File: src/rtl/dram_cmd_ctrl_if.sv
// dram_cmd_ctrl_if: single-word request/response bus between the AXI bridge (master) and the DRAM command controller (slave)
interface dram_cmd_ctrl_if;
  logic        req_valid;
  logic        req_ready;
  logic        req_we;
  logic [3:0]  req_wstrb;
  logic [20:0] req_addr;
  logic [31:0] req_wdata;
  logic        rsp_valid;
  logic [31:0] rsp_rdata;
  logic        rsp_err;
  modport master (
    output req_valid, req_we, req_wstrb, req_addr, req_wdata,
    input  req_ready, rsp_valid, rsp_rdata, rsp_err
  );
  modport slave (
    input  req_valid, req_we, req_wstrb, req_addr, req_wdata,
    output req_ready, rsp_valid, rsp_rdata, rsp_err
  );
endinterface

File: src/rtl/dram_cmd_ctrl.sv
// dram_cmd_ctrl: turns single-word requests into PRE/ACT/RD/WR pin sequences with one tracked open row
// DRAM_CTRL_OPEN_PAGE_EN selects open-page policy; without it every access closes its row (closed-page).
module dram_cmd_ctrl #(
  parameter int T_RP  = 5,
  parameter int T_RCD = 5,
  parameter int T_WR  = 5,
  parameter int T_TO  = 63
) (
  input  logic           dram_clk,
  input  logic           dram_rst_n,
  dram_cmd_ctrl_if.slave bus,
  output logic           DRAM_CSn,
  output logic [3:0]     DRAM_WEn,
  output logic           DRAM_RASn,
  output logic           DRAM_CASn,
  output logic [10:0]    DRAM_A,
  output logic [31:0]    DRAM_D,
  input  logic [31:0]    DRAM_Q,
  input  logic           DRAM_VALID
);
  localparam int CW = $clog2(T_RP + T_RCD + T_WR + T_TO);
  typedef enum logic [2:0] {IDLE, PRE, ACT, RD, WR, RWAIT, WWAIT, RESP} state_t;
`ifdef DRAM_CTRL_OPEN_PAGE_EN
  localparam state_t AFTER_PRE = ACT, AFTER_XFER = RESP;
`else
  localparam state_t AFTER_PRE = RESP, AFTER_XFER = PRE;
`endif
  state_t state, nxt;
  logic [CW-1:0] cnt, cnt_n;
  logic ready_q, we_q, err_q, row_open, rsp_valid_q, rsp_err_q;
  logic [20:0] addr_q;
  logic [3:0] wstrb_q;
  logic [31:0] wdata_q, q_q, rsp_rdata_q;
  logic [10:0] open_row;
  logic acc, we_n, hit, cap, tmo, err_n, enter, pre_c, act_c, rd_c, wr_c;
  logic [20:0] addr_n;
  logic [3:0] wstrb_n;
  logic [31:0] wdata_n, q_n;
  // Request fields are used the same cycle they are accepted, so commands see the "_n" views
  always_comb begin
    acc = bus.req_valid & ready_q;
    we_n = acc ? bus.req_we : we_q;
    addr_n = acc ? bus.req_addr : addr_q;
    wstrb_n = acc ? bus.req_wstrb : wstrb_q;
    wdata_n = acc ? bus.req_wdata : wdata_q;
    hit = row_open && addr_n[20:10] == open_row;
    cap = state == RWAIT && DRAM_VALID;
    tmo = state == RWAIT && !DRAM_VALID && cnt == '0;
    err_n = acc ? 1'b0 : err_q | tmo;
    q_n = cap ? DRAM_Q : q_q;
    nxt = state;
    case (state)
      IDLE:    if (acc) nxt = hit ? (we_n ? WR : RD) : row_open ? PRE : ACT;
      PRE:     if (cnt == '0) nxt = AFTER_PRE;
      ACT:     if (cnt == '0) nxt = we_q ? WR : RD;
      RD:      nxt = RWAIT;
      WR:      nxt = WWAIT;
      RWAIT:   if (cap || tmo) nxt = AFTER_XFER;
      WWAIT:   if (cnt == '0) nxt = AFTER_XFER;
      RESP:    nxt = IDLE;
      default: nxt = IDLE;
    endcase
    enter = nxt != state;
    cnt_n = !enter ? (cnt == '0 ? '0 : cnt - 1'b1) :
            nxt == PRE   ? CW'(T_RP - 1)  :
            nxt == ACT   ? CW'(T_RCD - 1) :
            nxt == RWAIT ? CW'(T_TO - 1)  :
            nxt == WWAIT ? CW'(T_WR - 1)  : '0;
    pre_c = enter && nxt == PRE;
    act_c = enter && nxt == ACT;
    rd_c = enter && nxt == RD;
    wr_c = enter && nxt == WR;
  end
  always_ff @(posedge dram_clk or negedge dram_rst_n) begin
    if (!dram_rst_n) begin
      state <= IDLE;
      cnt <= '0;
      ready_q <= 1'b0;
      we_q <= 1'b0;
      addr_q <= '0;
      wstrb_q <= '0;
      wdata_q <= '0;
      err_q <= 1'b0;
      q_q <= '0;
      row_open <= 1'b0;
      open_row <= '0;
      DRAM_CSn <= 1'b1;
      DRAM_RASn <= 1'b1;
      DRAM_CASn <= 1'b1;
      DRAM_WEn <= 4'hF;
      DRAM_A <= '0;
      DRAM_D <= '0;
      rsp_valid_q <= 1'b0;
      rsp_err_q <= 1'b0;
      rsp_rdata_q <= '0;
    end else begin
      state <= nxt;
      cnt <= cnt_n;
      ready_q <= nxt == IDLE;
      we_q <= we_n;
      addr_q <= addr_n;
      wstrb_q <= wstrb_n;
      wdata_q <= wdata_n;
      err_q <= err_n;
      q_q <= q_n;
      row_open <= act_c ? 1'b1 : (pre_c || tmo) ? 1'b0 : row_open;
      open_row <= act_c ? addr_n[20:10] : open_row;
      DRAM_CSn <= nxt == IDLE;
      DRAM_RASn <= !(pre_c || act_c);
      DRAM_CASn <= !(rd_c || wr_c);
      DRAM_WEn <= pre_c ? 4'h0 : wr_c ? ~wstrb_n : 4'hF;
      DRAM_A <= act_c ? addr_n[20:10] : (rd_c || wr_c) ? {1'b0, addr_n[9:0]} : DRAM_A;
      DRAM_D <= wr_c ? wdata_n : DRAM_D;
      rsp_valid_q <= nxt == RESP;
      rsp_err_q <= nxt == RESP && err_n;
      rsp_rdata_q <= (nxt == RESP && !we_q && !err_n) ? q_n : rsp_rdata_q;
    end
  end
  assign bus.req_ready = ready_q;
  assign bus.rsp_valid = rsp_valid_q;
  assign bus.rsp_err = rsp_err_q;
  assign bus.rsp_rdata = rsp_rdata_q;
endmodule

File: src/flat_wrapper.sv
// flat-port wrapper written by rule: the top's interface ports become plain ports
module dram_cmd_ctrl_flat 
#(
  parameter int T_RP  = 5,
  parameter int T_RCD = 5,
  parameter int T_WR  = 5,
  parameter int T_TO  = 63
)
  (dram_clk, dram_rst_n, DRAM_CSn, DRAM_WEn, DRAM_RASn, DRAM_CASn, DRAM_A, DRAM_D, DRAM_Q, DRAM_VALID, bus_req_valid, bus_req_we, bus_req_wstrb, bus_req_addr, bus_req_wdata, bus_req_ready, bus_rsp_valid, bus_rsp_rdata, bus_rsp_err);
  dram_cmd_ctrl_if bus_i ();
  input  logic dram_clk;
  input  logic dram_rst_n;
  output logic DRAM_CSn;
  output logic [3:0] DRAM_WEn;
  output logic DRAM_RASn;
  output logic DRAM_CASn;
  output logic [10:0] DRAM_A;
  output logic [31:0] DRAM_D;
  input  logic [31:0] DRAM_Q;
  input  logic DRAM_VALID;
  input wire logic [$bits(bus_i.req_valid)-1:0] bus_req_valid;
  input wire logic [$bits(bus_i.req_we)-1:0] bus_req_we;
  input wire logic [$bits(bus_i.req_wstrb)-1:0] bus_req_wstrb;
  input wire logic [$bits(bus_i.req_addr)-1:0] bus_req_addr;
  input wire logic [$bits(bus_i.req_wdata)-1:0] bus_req_wdata;
  output wire logic [$bits(bus_i.req_ready)-1:0] bus_req_ready;
  output wire logic [$bits(bus_i.rsp_valid)-1:0] bus_rsp_valid;
  output wire logic [$bits(bus_i.rsp_rdata)-1:0] bus_rsp_rdata;
  output wire logic [$bits(bus_i.rsp_err)-1:0] bus_rsp_err;
  assign bus_i.req_valid = bus_req_valid;
  assign bus_i.req_we = bus_req_we;
  assign bus_i.req_wstrb = bus_req_wstrb;
  assign bus_i.req_addr = bus_req_addr;
  assign bus_i.req_wdata = bus_req_wdata;
  assign bus_req_ready = bus_i.req_ready;
  assign bus_rsp_valid = bus_i.rsp_valid;
  assign bus_rsp_rdata = bus_i.rsp_rdata;
  assign bus_rsp_err = bus_i.rsp_err;
  dram_cmd_ctrl #(.T_RP(T_RP), .T_RCD(T_RCD), .T_WR(T_WR), .T_TO(T_TO)) u_core (.dram_clk(dram_clk), .dram_rst_n(dram_rst_n), .bus(bus_i), .DRAM_CSn(DRAM_CSn), .DRAM_WEn(DRAM_WEn), .DRAM_RASn(DRAM_RASn), .DRAM_CASn(DRAM_CASn), .DRAM_A(DRAM_A), .DRAM_D(DRAM_D), .DRAM_Q(DRAM_Q), .DRAM_VALID(DRAM_VALID));
endmodule
File: config.mk
export PLATFORM = sky130hd
export DESIGN_NAME = dram_cmd_ctrl_flat
export DESIGN_NICKNAME = d
export VERILOG_FILES = /design/src/rtl/dram_cmd_ctrl_if.sv /design/src/rtl/dram_cmd_ctrl.sv /design/src/flat_wrapper.sv
export SDC_FILE = /design/constraint.sdc
export NUM_CORES = 1
export LEC_CHECK = 0
export ABC_AREA = 1
export BUFFER_PORTS_ARGS = -buffer_cell sky130_fd_sc_hd__buf_2
export CORE_ASPECT_RATIO = 1.2
export CORE_UTILIZATION = 35
export DETAILED_ROUTE_END_ITERATION = 10
export PLACE_DENSITY_LB_ADDON = 0.05
export SKIP_LAST_GASP = 1
export SLEW_MARGIN = 15
export SYNTH_ARGS = -nofsm -noshare
export SYNTH_HDL_FRONTEND = slang
export SYNTH_SLANG_ARGS = --single-unit
export TNS_END_PERCENT = 20
File: constraint.sdc
create_clock -name dram_clk -period 5.05 [get_ports dram_clk]
set_input_delay 1.01 -clock dram_clk [delete_from_list [all_inputs] [get_ports dram_clk]]
set_output_delay 1.01 -clock dram_clk [all_outputs]
set_load 0.01 [all_outputs]
==> results.sh <==
export IMPL_root_buffer="clkbuf_16"
export IMPL_start_kind="primary input"
export IMPL_hold_start="u_core.cnt[0]"
export IMPL_synth_top_area_share_pct=56.63
export IMPL_hpwl_mm=13.50
export IMPL_grt_overflow=0
export IMPL_synth_area_top_cells="dfrtp_1 57%, nand2_1 12%, inv_1 4.6%"
export IMPL_synth_cells=891
export IMPL_synth_edf_count=0
export IMPL_syn_num_nets=990
export IMPL_critPathMaxFanout=14
export IMPL_ys_ff_latch=198
export IMPL_hold_viol=0
export IMPL_worstPathRequired_ns=5.37
export IMPL_fin_crit_sh_pct=73.43
export IMPL_skew_ns=0.01255
export IMPL_cts_buffer_depth=2
export IMPL_cts_buffers=17
export IMPL_status="completed"
export IMPL_tns_ns=0
export IMPL_ys_seq_area_share_pct=58.81
export IMPL_post_route_util_pct=43.50
export IMPL_synth_area_sq_um=8439
export IMPL_leakage_uw=0.005347
export IMPL_ant_nets=0
export IMPL_firstDrtPassIters=5
export IMPL_yosysTopAreaCell="dfrtp_1"
export IMPL_drc_errors=0
export IMPL_slew_headroom_pct=36.54
export IMPL_ir_worst_vdd_mv=0.3341
export IMPL_routed_via_count=6237
export IMPL_slew_violations=0
export IMPL_via_per_inst=4.490
export IMPL_synthTopCellsByCount="279 x nand2_1, 191 x dfrtp_1, 104 x inv_1, 59 x nand3_1"
export IMPL_p_total_uw=6867
export IMPL_cp_slowest_cell="nor2_1"
export IMPL_arrival_ns=4.02
export IMPL_ys_dominant_reg_cell="dfrtp_1"
export IMPL_crit_chain="buf_2, nand2_2, nand2_1, nand2_1, nand2_1, nand2_1, nor2_1, nand2_1, inv_1, nand3_1, nand2_1, nand2_1, nand2_1, nand2_1, inv_1, ha_1, inv_1, nor2_1, buf_4, clkinv_1, nand4_1, nand3_1"
export IMPL_wl_mm=19.75
export IMPL_async_flop_share_pct=100.0
export IMPL_numClockSinks=198
export IMPL_rsz0062_at_grt="no"
export IMPL_r2r_start="u_core.bus.req_ready"
export IMPL_die_x_microns=143.8
export IMPL_io_buffers=178
export IMPL_post_cts_buffers=0
export IMPL_min_delay_worst_endpoint="u_core.cnt[0]"
export IMPL_cts_tree="done"
export IMPL_power_density_nw_per_um2=673.7
export IMPL_path_common_cell="nand2_1"
export IMPL_postCtsHoldBufs=0
export IMPL_syn_area_per_cell_sq_um=9.472
export IMPL_dieArea_sq_um=24740
export IMPL_antenna_found_initial=0
export IMPL_synthMostInstantiatedCell="nand2_1"
export IMPL_grt_pass1_vias=6009
export IMPL_reg2reg_to="u_core.DRAM_A[2]"
export IMPL_cts_resized=0
export IMPL_drive_gt1_share_pct=28.03
export IMPL_r2r_slack_ns=1.45
export IMPL_start_util_pct=36.02
export IMPL_worstSkewPairLatency_ns=0.43
export IMPL_synthDistinctLibCells=39
export IMPL_clk_pin_slew_worst_paths_ns=0.08
export IMPL_wire_per_inst_microns=14.22
export IMPL_core_rowCount=61
export IMPL_area_growth_pct=20.79
export IMPL_reg2regPathDepth=21
export IMPL_h_tree_depth=4
export IMPL_tightest_slew_ns=0.9508
export IMPL_place_gp_congestion=0.7935
export IMPL_drtIter0Drc=339
export IMPL_cp_end_kind="flip-flop"
export IMPL_core_area_sq_um=23430
export IMPL_final_min_clock_period_ns=3.708
export IMPL_hp_class="reg2reg"
export IMPL_num_io_pins=179
export IMPL_drv_cap=0
export IMPL_fmax_ghz=0.2697
export IMPL_antenna_cells=0
export IMPL_min_path_cells=1
export IMPL_yosysWarnings=0
export IMPL_grt_max_degree=82
export IMPL_grt_pass1_wl_mm=31.98
export IMPL_track_usage_pct=16.87
export IMPL_path_class="in2reg"
export IMPL_dieHeight_microns=172.1
export IMPL_finalSetupViolations=0
export IMPL_nets=1160
export IMPL_cpPeakStageDelay_ns=0.29
-- cell usage in the layout (no fill, tap or decap), types with 2 or more instances in the layout --
cell type	count
a21oi_1	2
and2_1	32
buf_12	2
buf_2	177
buf_4	6
clkbuf_1	2
clkbuf_16	17
clkbuf_8	3
clkinvlp_4	5
dfrtp_1	191
dfstp_2	7
ha_1	5
inv_1	104
inv_6	2
inv_8	2
mux2_2	32
nand2_1	279
nand2_2	9
nand2_4	2
nand3_1	58
nand3_2	2
nand3b_1	3
nand4_1	10
nor2_1	20
nor2_2	2
nor3_1	4
o21ai_0	22
o21ai_1	30
o21ai_2	27
xnor2_1	2
xor2_1	2
-- cell type report --
type,count,area (sq um)
repair buffers,186,984.7
multi-input cells,552,2877
clock buffers,21,460.4
well taps,315,394.1
flip-flops and latches,198,4964
clock inverters,11,116.4
fillers,2352,13240
inverters,106,397.9
-- kinds of logic after synthesis --
family / synth area share (%)
AO/OA/AOI/OAI: 6.449
XOR/XNOR: 0.4152
multiplexers: 4.270
AND/OR/NAND/NOR: 22.15
adder cells (fa/ha/maj): 0.7413
buffers and inverters: 7.161
flip-flops: 58.81
-- worst max-delay path, delay by kind of cell --
| family | cells | cell delay (ns) |
|---|---|---|
| buffers and inverters | 6 | 0.97 |
| adder cells (fa/ha/maj) | 1 | 0.18 |
| AND/OR/NAND/NOR | 15 | 1.85 |
-- registers in the layout, summed over array words and instances, names as in the netlist, 3 cells and up --
name and flops:
u_core.cnt 7, u_core.DRAM_D 32, u_core.wdata_q 32, u_core.q_q 32, u_core.addr_q 21, u_core.state 3, u_core.bus.rsp_rdata 32, u_core.wstrb_q 4
u_core.open_row 11, u_core.DRAM_WEn 4, u_core.DRAM_A 11
-- worst max-delay path by stage --
stage          slack, ns           from                       end  cells after the start
6_report            1.34  bus_req_valid          u_core.DRAM_A[2]                     22
5_1_grt             0.97  bus_req_valid          u_core.DRAM_A[0]                     22
4_1_cts             1.36  bus_req_valid          u_core.DRAM_A[2]                     22
3_5_place_dp        0.93  bus_req_valid          u_core.DRAM_A[2]                     22
3_3_place_gp        0.99  bus_req_valid          u_core.DRAM_A[7]                     22
2_1_floorplan       1.96  bus_req_valid  u_core.bus.rsp_rdata[29]                     19
-- power by group --
group          internal (uW)  switching, uW
clock network            719            629
logic                   1090           1770
registers               2350            308
total                   4160           2710
-- stage by stage --
step	hold slack [ns]	std cells	setup WS (ns)	instance area [sq um]
6_report	0.4224	1389	1.342	10190
5_1_grt	0.4484	1389	0.9654	10190
4_1_cts	0.4287	1389	1.364	10190
3_5_place_dp	0.4173	1357	0.9255	9617
3_3_place_gp	0.4197	1357	0.9926	9617
2_1_floorplan	0.4032	891	1.959	8439
-- per-layer routing --
layer / share of wire, % / wire, microns / track usage (%) / up-vias
li1: - / - / - / 3145
met1: 47 / 9338 / 23.48 / 2939
met2: 47 / 9268 / 26.40 / 137
met3: 4.6 / 905 / 3.351 / 16
met4: 1.2 / 233 / 5.227 / 0
met5: 0 / 0 / 0 / -
Note: power is estimated with default switching activity, not from simulation.
